### src/rtl/mult_err_pkg.sv
// Shared types and sizes for the approximate-multiplier error sweep.
package mult_err_pkg;

    localparam int unsigned OP_W      = 4;
    localparam int unsigned PROD_W    = 8;
    localparam int unsigned IDX_W     = 8;
    localparam int unsigned NUM_PAIRS = 256;
    localparam int unsigned SUM_W     = 16;
    localparam int unsigned SERR_W    = 17;
    localparam int unsigned CNT_W     = 9;
    localparam int unsigned LAT_MAX   = 4;
    localparam int unsigned DCNT_W    = $clog2(LAT_MAX + 1);

    typedef enum logic [1:0] {
        ST_IDLE,
        ST_SWEEP,
        ST_DRAIN,
        ST_DONE
    } state_e;

    // Magnitude of a 9-bit signed error; the range never reaches -256.
    function automatic logic [PROD_W-1:0] abs_err(input logic [PROD_W:0] e);
        logic [PROD_W:0] neg;
        neg = -e;
        return e[PROD_W] ? neg[PROD_W-1:0] : e[PROD_W-1:0];
    endfunction

endpackage

### src/rtl/mult_err_dly.sv
// LAT-deep register line carrying {valid, op_a, op_b} alongside the multiplier
// under test; LAT=0 is a straight pass-through.
// Ports: clk, rst_n; vld_i/a_i/b_i in; vld_o/a_o/b_o out (delayed by LAT).
module mult_err_dly
    import mult_err_pkg::*;
#(
    parameter int unsigned LAT = 1
) (
    input  logic            clk,
    input  logic            rst_n,
    input  logic            vld_i,
    input  logic [OP_W-1:0] a_i,
    input  logic [OP_W-1:0] b_i,
    output logic            vld_o,
    output logic [OP_W-1:0] a_o,
    output logic [OP_W-1:0] b_o
);

    localparam int unsigned W = 1 + 2 * OP_W;

    if (LAT == 0) begin : g_pass
        logic unused_clk;
        assign unused_clk = clk ^ rst_n;
        assign vld_o = vld_i;
        assign a_o   = a_i;
        assign b_o   = b_i;
    end else begin : g_pipe
        logic [W-1:0] pipe_q [LAT];

        // Shift register; stage 0 captures the driven pair.
        always_ff @(posedge clk or negedge rst_n) begin
            if (!rst_n) begin
                for (int i = 0; i < int'(LAT); i++) pipe_q[i] <= '0;
            end else begin
                pipe_q[0] <= {vld_i, a_i, b_i};
                for (int i = 1; i < int'(LAT); i++) pipe_q[i] <= pipe_q[i-1];
            end
        end

        assign {vld_o, a_o, b_o} = pipe_q[LAT-1];
    end

endmodule

### src/rtl/mult_err_sweep.sv
// Exhaustive 4x4 approximate-multiplier error characterisation: drives all 256
// operand pairs, compares returned products with the exact product and
// accumulates error statistics.
// Ports: clk, rst_n, start in; op_a/op_b out to the multiplier; prod_approx in;
//        busy, done, err_count, sum_abs_err, sum_err, max_abs_err out.
module mult_err_sweep
    import mult_err_pkg::*;
#(
    parameter int unsigned LAT = 1
) (
    input  logic              clk,
    input  logic              rst_n,
    input  logic              start,
    output logic [OP_W-1:0]   op_a,
    output logic [OP_W-1:0]   op_b,
    input  logic [PROD_W-1:0] prod_approx,
    output logic              busy,
    output logic              done,
    output logic [CNT_W-1:0]  err_count,
    output logic [SUM_W-1:0]  sum_abs_err,
    output logic [SERR_W-1:0] sum_err,
    output logic [PROD_W-1:0] max_abs_err
);

    localparam logic [IDX_W-1:0] IDX_LAST     = IDX_W'(NUM_PAIRS - 1);
    localparam int unsigned      DRAIN_LAST_I = (LAT > 0) ? LAT - 1 : 0;
    localparam logic [DCNT_W-1:0] DRAIN_LAST  = DCNT_W'(DRAIN_LAST_I);

    state_e              state_q, state_d;
    logic [IDX_W-1:0]    idx_q, idx_d;
    logic [IDX_W-1:0]    op_q, op_d;
    logic [DCNT_W-1:0]   dcnt_q, dcnt_d;
    logic                busy_q, busy_d;
    logic                done_q, done_d;
    logic                clr;

    logic [CNT_W-1:0]    cnt_q, cnt_d;
    logic [SUM_W-1:0]    sabs_q, sabs_d;
    logic [SERR_W-1:0]   serr_q, serr_d;
    logic [PROD_W-1:0]   max_q, max_d;

    logic                d_vld;
    logic [OP_W-1:0]     d_a, d_b;
    logic [PROD_W-1:0]   exact;
    logic [PROD_W:0]     err;
    logic [PROD_W-1:0]   err_abs;

    // Operands travel with a valid bit so samples line up with prod_approx.
    mult_err_dly #(.LAT(LAT)) u_dly (
        .clk   (clk),
        .rst_n (rst_n),
        .vld_i (state_q == ST_SWEEP),
        .a_i   (op_q[IDX_W-1:OP_W]),
        .b_i   (op_q[OP_W-1:0]),
        .vld_o (d_vld),
        .a_o   (d_a),
        .b_o   (d_b)
    );

    // Next-state, index and control outputs.
    always_comb begin
        state_d = state_q;
        idx_d   = idx_q;
        dcnt_d  = dcnt_q;
        clr     = 1'b0;
        unique case (state_q)
            ST_IDLE, ST_DONE: begin
                if (start) begin
                    state_d = ST_SWEEP;
                    idx_d   = '0;
                    clr     = 1'b1;
                end
            end
            ST_SWEEP: begin
                if (idx_q == IDX_LAST) begin
                    state_d = (LAT == 0) ? ST_DONE : ST_DRAIN;
                    dcnt_d  = '0;
                end else begin
                    idx_d = idx_q + IDX_W'(1);
                end
            end
            ST_DRAIN: begin
                if (dcnt_q == DRAIN_LAST) state_d = ST_DONE;
                else                      dcnt_d  = dcnt_q + DCNT_W'(1);
            end
            default: state_d = ST_IDLE;
        endcase
        op_d   = (state_d == ST_SWEEP) ? idx_d : '0;
        busy_d = (state_d == ST_SWEEP) || (state_d == ST_DRAIN);
        done_d = (state_d == ST_DONE);
    end

    // Exact product and signed error of the current sample.
    always_comb begin
        exact   = PROD_W'(d_a) * PROD_W'(d_b);
        err     = {1'b0, prod_approx} - {1'b0, exact};
        err_abs = abs_err(err);
    end

    // Accumulators: cleared on an accepted start, updated on valid samples.
    always_comb begin
        cnt_d  = cnt_q;
        sabs_d = sabs_q;
        serr_d = serr_q;
        max_d  = max_q;
        if (clr) begin
            cnt_d  = '0;
            sabs_d = '0;
            serr_d = '0;
            max_d  = '0;
        end else if (d_vld) begin
            cnt_d  = cnt_q + CNT_W'(err != '0);
            sabs_d = sabs_q + SUM_W'(err_abs);
            serr_d = serr_q + {{(SERR_W-PROD_W-1){err[PROD_W]}}, err};
            if (err_abs > max_q) max_d = err_abs;
        end
    end

    always_ff @(posedge clk or negedge rst_n) begin
        if (!rst_n) begin
            state_q <= ST_IDLE;
            idx_q   <= '0;
            op_q    <= '0;
            dcnt_q  <= '0;
            busy_q  <= 1'b0;
            done_q  <= 1'b0;
            cnt_q   <= '0;
            sabs_q  <= '0;
            serr_q  <= '0;
            max_q   <= '0;
        end else begin
            state_q <= state_d;
            idx_q   <= idx_d;
            op_q    <= op_d;
            dcnt_q  <= dcnt_d;
            busy_q  <= busy_d;
            done_q  <= done_d;
            cnt_q   <= cnt_d;
            sabs_q  <= sabs_d;
            serr_q  <= serr_d;
            max_q   <= max_d;
        end
    end

    assign op_a        = op_q[IDX_W-1:OP_W];
    assign op_b        = op_q[OP_W-1:0];
    assign busy        = busy_q;
    assign done        = done_q;
    assign err_count   = cnt_q;
    assign sum_abs_err = sabs_q;
    assign sum_err     = serr_q;
    assign max_abs_err = max_q;

endmodule

### config.mk
export PLATFORM = sky130hd
export DESIGN_NAME = mult_err_sweep
export DESIGN_NICKNAME = d
export VERILOG_FILES = /design/src/rtl/mult_err_pkg.sv /design/src/rtl/mult_err_dly.sv /design/src/rtl/mult_err_sweep.sv
export SDC_FILE = /design/constraint.sdc
export NUM_CORES = 1
export LEC_CHECK = 0
export ABC_CLOCK_PERIOD_IN_PS = 10800
export CAP_MARGIN = 25
export CORE_UTILIZATION = 45
export DETAILED_ROUTE_END_ITERATION = 10
export PLACE_DENSITY = 0.79
export SLEW_MARGIN = 5
export SYNTH_ARGS = -nofsm -noshare
export SYNTH_HDL_FRONTEND = slang
export SYNTH_SLANG_ARGS = --single-unit
### constraint.sdc
create_clock -name clk -period 10.8 [get_ports clk]
set_input_delay 2.16 -clock clk [delete_from_list [all_inputs] [get_ports clk]]
set_output_delay 2.16 -clock clk [all_outputs]
set_load 0.05 [all_outputs]
==> impl_results.md <==
- R2R Setup Slk: 4.74 ns
- Nets: around 790
- Setup TNS: 0 ns
- Util after Layout: 0.561
- Grt ovf: 0
- Mean post-synth cell area: about 9.2 µm²
- Remaining DRCs: 0
- Status: finished, final reports clean
- HP Class: reg -> reg
- Pin count of the biggest net entering global routing: 83
- Relative slew slack: 0.426
- R2r endpoint: sum_abs_err[14]$_DFFE_PN0P_
- Setup violations, final: 0
- Area delta synth->final: 20.7%
- H-tree levels: 3
- # port buffers: 70
- Crit path launch type: input port
- CP required: approximately 11 ns
- Post-layout min period: between 7 and 8 ns
- Lkg Pwr: about 3.3 nW
- Core area: around 0.013 mm²
- Row cnt: 41
- Design Power: 2.04 mW
- First-pass GRT wire length: 23700 µm
- Layout cells sized above 1: 0.0448
- PD cells: 286 mW/mm²
- Period utilisation layout: 0.676
- Arr. time, crit path: 7.52 ns
- Max-cap violations: 0
- Die H: 117 µm
- Synth area leaders: dfrtp_1 35%, ha_1 13%, nor2_1 3.9%
- Number of diodes: 0
- Unrepaired setup endpoints after global routing: false
- Crit path buf inv count: 3
- Top_reg_cell synth: dfrtp_1
- Crit-path max cell delay: just over 0.8 ns
- Mapped Cells: ~640
- Antenna viol nets, final: 0
- Total die area: 0.0136 mm²
- Overall Global Routing Usage: 0.222
- CP Launch Point: prod_approx[2]
- Crit-path max FO: 20
- Post-CTS Hold Fix Bufs: 0
- Net count after synthesis: between 700 and 800
- FF+latch count, synth: 82
- Worst path depth: 21
- Vias/cell: ~5.7
- CTS tree: built
- Clock-pin slew on the worst setup and hold paths: approximately 0.060 ns
- IO Pins: 71
- Top delay family on crit path: compound AO/OA/AOI/OAI gates
- Fillers: ~1200
- FF-to-FF Start: u_dly.g_pipe.pipe_q[3]$_DFF_PN0_
- Sequential area share after synthesis: 0.347
- Setup crit end kind: register
- Hpwl dp: around 10000 µm
- Clk Latency, worst-skew pair: roughly 0.35 ns
- CTS resizes: 0
- Vias in the first global route: approximately 5000
- Clock buffer depth: 2
- Die W: around 120 µm
- Max Freq: approximately 140 MHz
- Antenna violations before repair: 0
- Max-slew violations: 0
- Synth Cell Area: about 0.0059 mm²
- Synthesis Warnings: 0
- DRT iter0 DRCs: 358
- Via count: about 5000
- Routed WL: 14100 µm
- Initial core utilization: 0.465
- Crit path cell chain: clkdlybuf4s50_1 -> inv_1 -> ha_1 -> xor2_1 -> ha_1 -> nor2_1 -> fa_1 -> nand2b_1 -> a21oi_1 -> o21ai_0 -> a211oi_2 -> buf_4 -> o21ai_0 -> fa_1 -> a21o_1 -> a21oi_1 -> o21bai_1 -> a2111oi_1 -> nor4_1 -> xnor2_1 -> nor2_1
- EDFF count, synth: 0
- RD Place Congestion: just under 0.9
- Root Driver: clkbuf_16
- Clock Skew: about 0.0057 ns
- End point of the critical path: sum_abs_err[14]$_DFFE_PN0P_
- Distinct cell type count after synthesis: 60
- Final hold violations: 0
- CTS Sinks: 82
- Worst Max-Slew Pin Slew: approximately 0.86 ns
- Kind of critical path: in -> reg
- R2R cell count: 21
- Async set-or-reset flop fraction in the synthesized netlist: 1.00
- Post-CTS Setup Inserts: 0
- DR WL/cell: between 15 and 20 µm
- Worst path slowest cell: a2111oi_1
- DRT Pass-1 Iters: 5
- Peak supply drop: 0.159 mV
- Synth top area share: 0.347
- CTS Buf Count: 9
- Largest area contributor in the netlist: dfrtp_1
[stage by stage]
step | setup slack (ns) | hold WS, ns | cell area [µm²] | instances
final | 3.50 | 0.393 | 7140 | 887
after global routing | 3.09 | 0.403 | 7140 | 887
after CTS | 3.48 | 0.395 | 7110 | 886
after detailed placement | 3.19 | 0.381 | 6770 | 870
after global placement | 3.45 | 0.373 | 6770 | 870
after floorplan | 4.30 | 0.524 | 5910 | 644
[report_power, final]
| part | internal (mW) | total [mW] | switching [mW] |
|---|---|---|---|
| Clock | 0.226 | 0.353 | 0.127 |
| Combinational | 0.443 | 1.19 | 0.745 |
| Sequential | 0.404 | 0.501 | 0.0978 |
| Total | 1.07 | 2.04 | 0.970 |
[kinds of logic (layout without fill, tap and decap cells)]
family	Yosys count	in the layout	share of synthesized area
flops	82	82	0.347
compound gates	148	148	0.169
xor+xnor	36	36	0.0558
buf+inv	65	136	0.0425
fa+ha+maj	73	73	0.168
mux	12	12	0.0203
simple gates	228	228	0.197
[registers in the layout, summed over array words and instances, names as in the netlist]
register,flops
busy,1
dcnt_q,3
done,1
err_count,9
idx_q,8
max_abs_err,8
op_q,8
state_q,2
sum_abs_err,16
sum_err,17
u_dly.g_pipe.pipe_q,9
[routing by layer]
| metal | vias up | global-route usage | wire length [µm] |
|---|---|---|---|
| met1 | 2473 | 0.277 | 6080 |
| met5 | - | 0 | 0 |
| met2 | 150 | 0.376 | 6950 |
| met3 | 27 | 0.0389 | 722 |
| li1 | 2416 | - | - |
| met4 | 0 | 0.104 | 335 |
[final cells by class]
| cell class | count | area [µm²] | share of cell area |
|---|---|---|---|
| timing repair buffer | 74 | 748 | 0.105 |
| inverter | 46 | 173 | 0.0242 |
| multi-input combinational | 497 | 3610 | 0.506 |
| tap | 172 | 215 | 0.0301 |
| sequential | 82 | 2050 | 0.287 |
| clock buffer | 9 | 225 | 0.0315 |
| clock inverter | 7 | 116 | 0.0163 |
[cells in the final DEF, fill, tap and decap left out, types with 6 or more instances in the layout]
cell type	synthesis	final
a22o_1	11	11
dfrtp_1	82	82
a21o_1	7	7
a21oi_1	42	42
fa_1	11	11
xor2_1	14	14
nand4b_1	7	7
clkbuf_16	0	9
clkdlybuf4s50_1	0	69
o21a_1	6	6
inv_1	46	46
o21ai_0	30	30
mux2i_1	12	12
nor2_1	62	62
nor3_1	18	18
nand2b_1	15	15
nand2_1	36	36
xnor2_1	20	20
nand3_1	26	26
and2_1	29	30
a211oi_1	10	10
ha_1	62	62
[worst min path at each step]
stage                  startpoint                          endpoint  slack, ns  depth (start not counted)
2_1_floorplan  idx_q[5]$_DFF_PN0_                idx_q[5]$_DFF_PN0_       0.52                          2
3_3_place_gp    op_q[6]$_DFF_PN0_  u_dly.g_pipe.pipe_q[6]$_DFF_PN0_       0.37                          0
3_5_place_dp    op_q[4]$_DFF_PN0_  u_dly.g_pipe.pipe_q[4]$_DFF_PN0_       0.38                          0
4_1_cts         op_q[4]$_DFF_PN0_  u_dly.g_pipe.pipe_q[4]$_DFF_PN0_       0.40                          0
5_1_grt         op_q[4]$_DFF_PN0_  u_dly.g_pipe.pipe_q[4]$_DFF_PN0_       0.40                          0
6_report        op_q[5]$_DFF_PN0_  u_dly.g_pipe.pipe_q[5]$_DFF_PN0_       0.39                          0
[synthesized netlist by cell type, drive strengths merged, types with 5 or more instances]
cell and count:
nand2b 15, a211oi 11, clkbuf 15, inv 46, o21ai 32, nand3 26, mux2i 12, nand2 37
nand4 5, xnor2 22, a21o 7, fa 11, a31oi 5, dfrtp 82, nor3 18, o21a 6
xor2 14, a21oi 42, ha 62, nor2 62, a22o 11, and2 31, nand3b 5, nand4b 7
and3 5
Note: power is estimated with default switching activity, not from simulation.
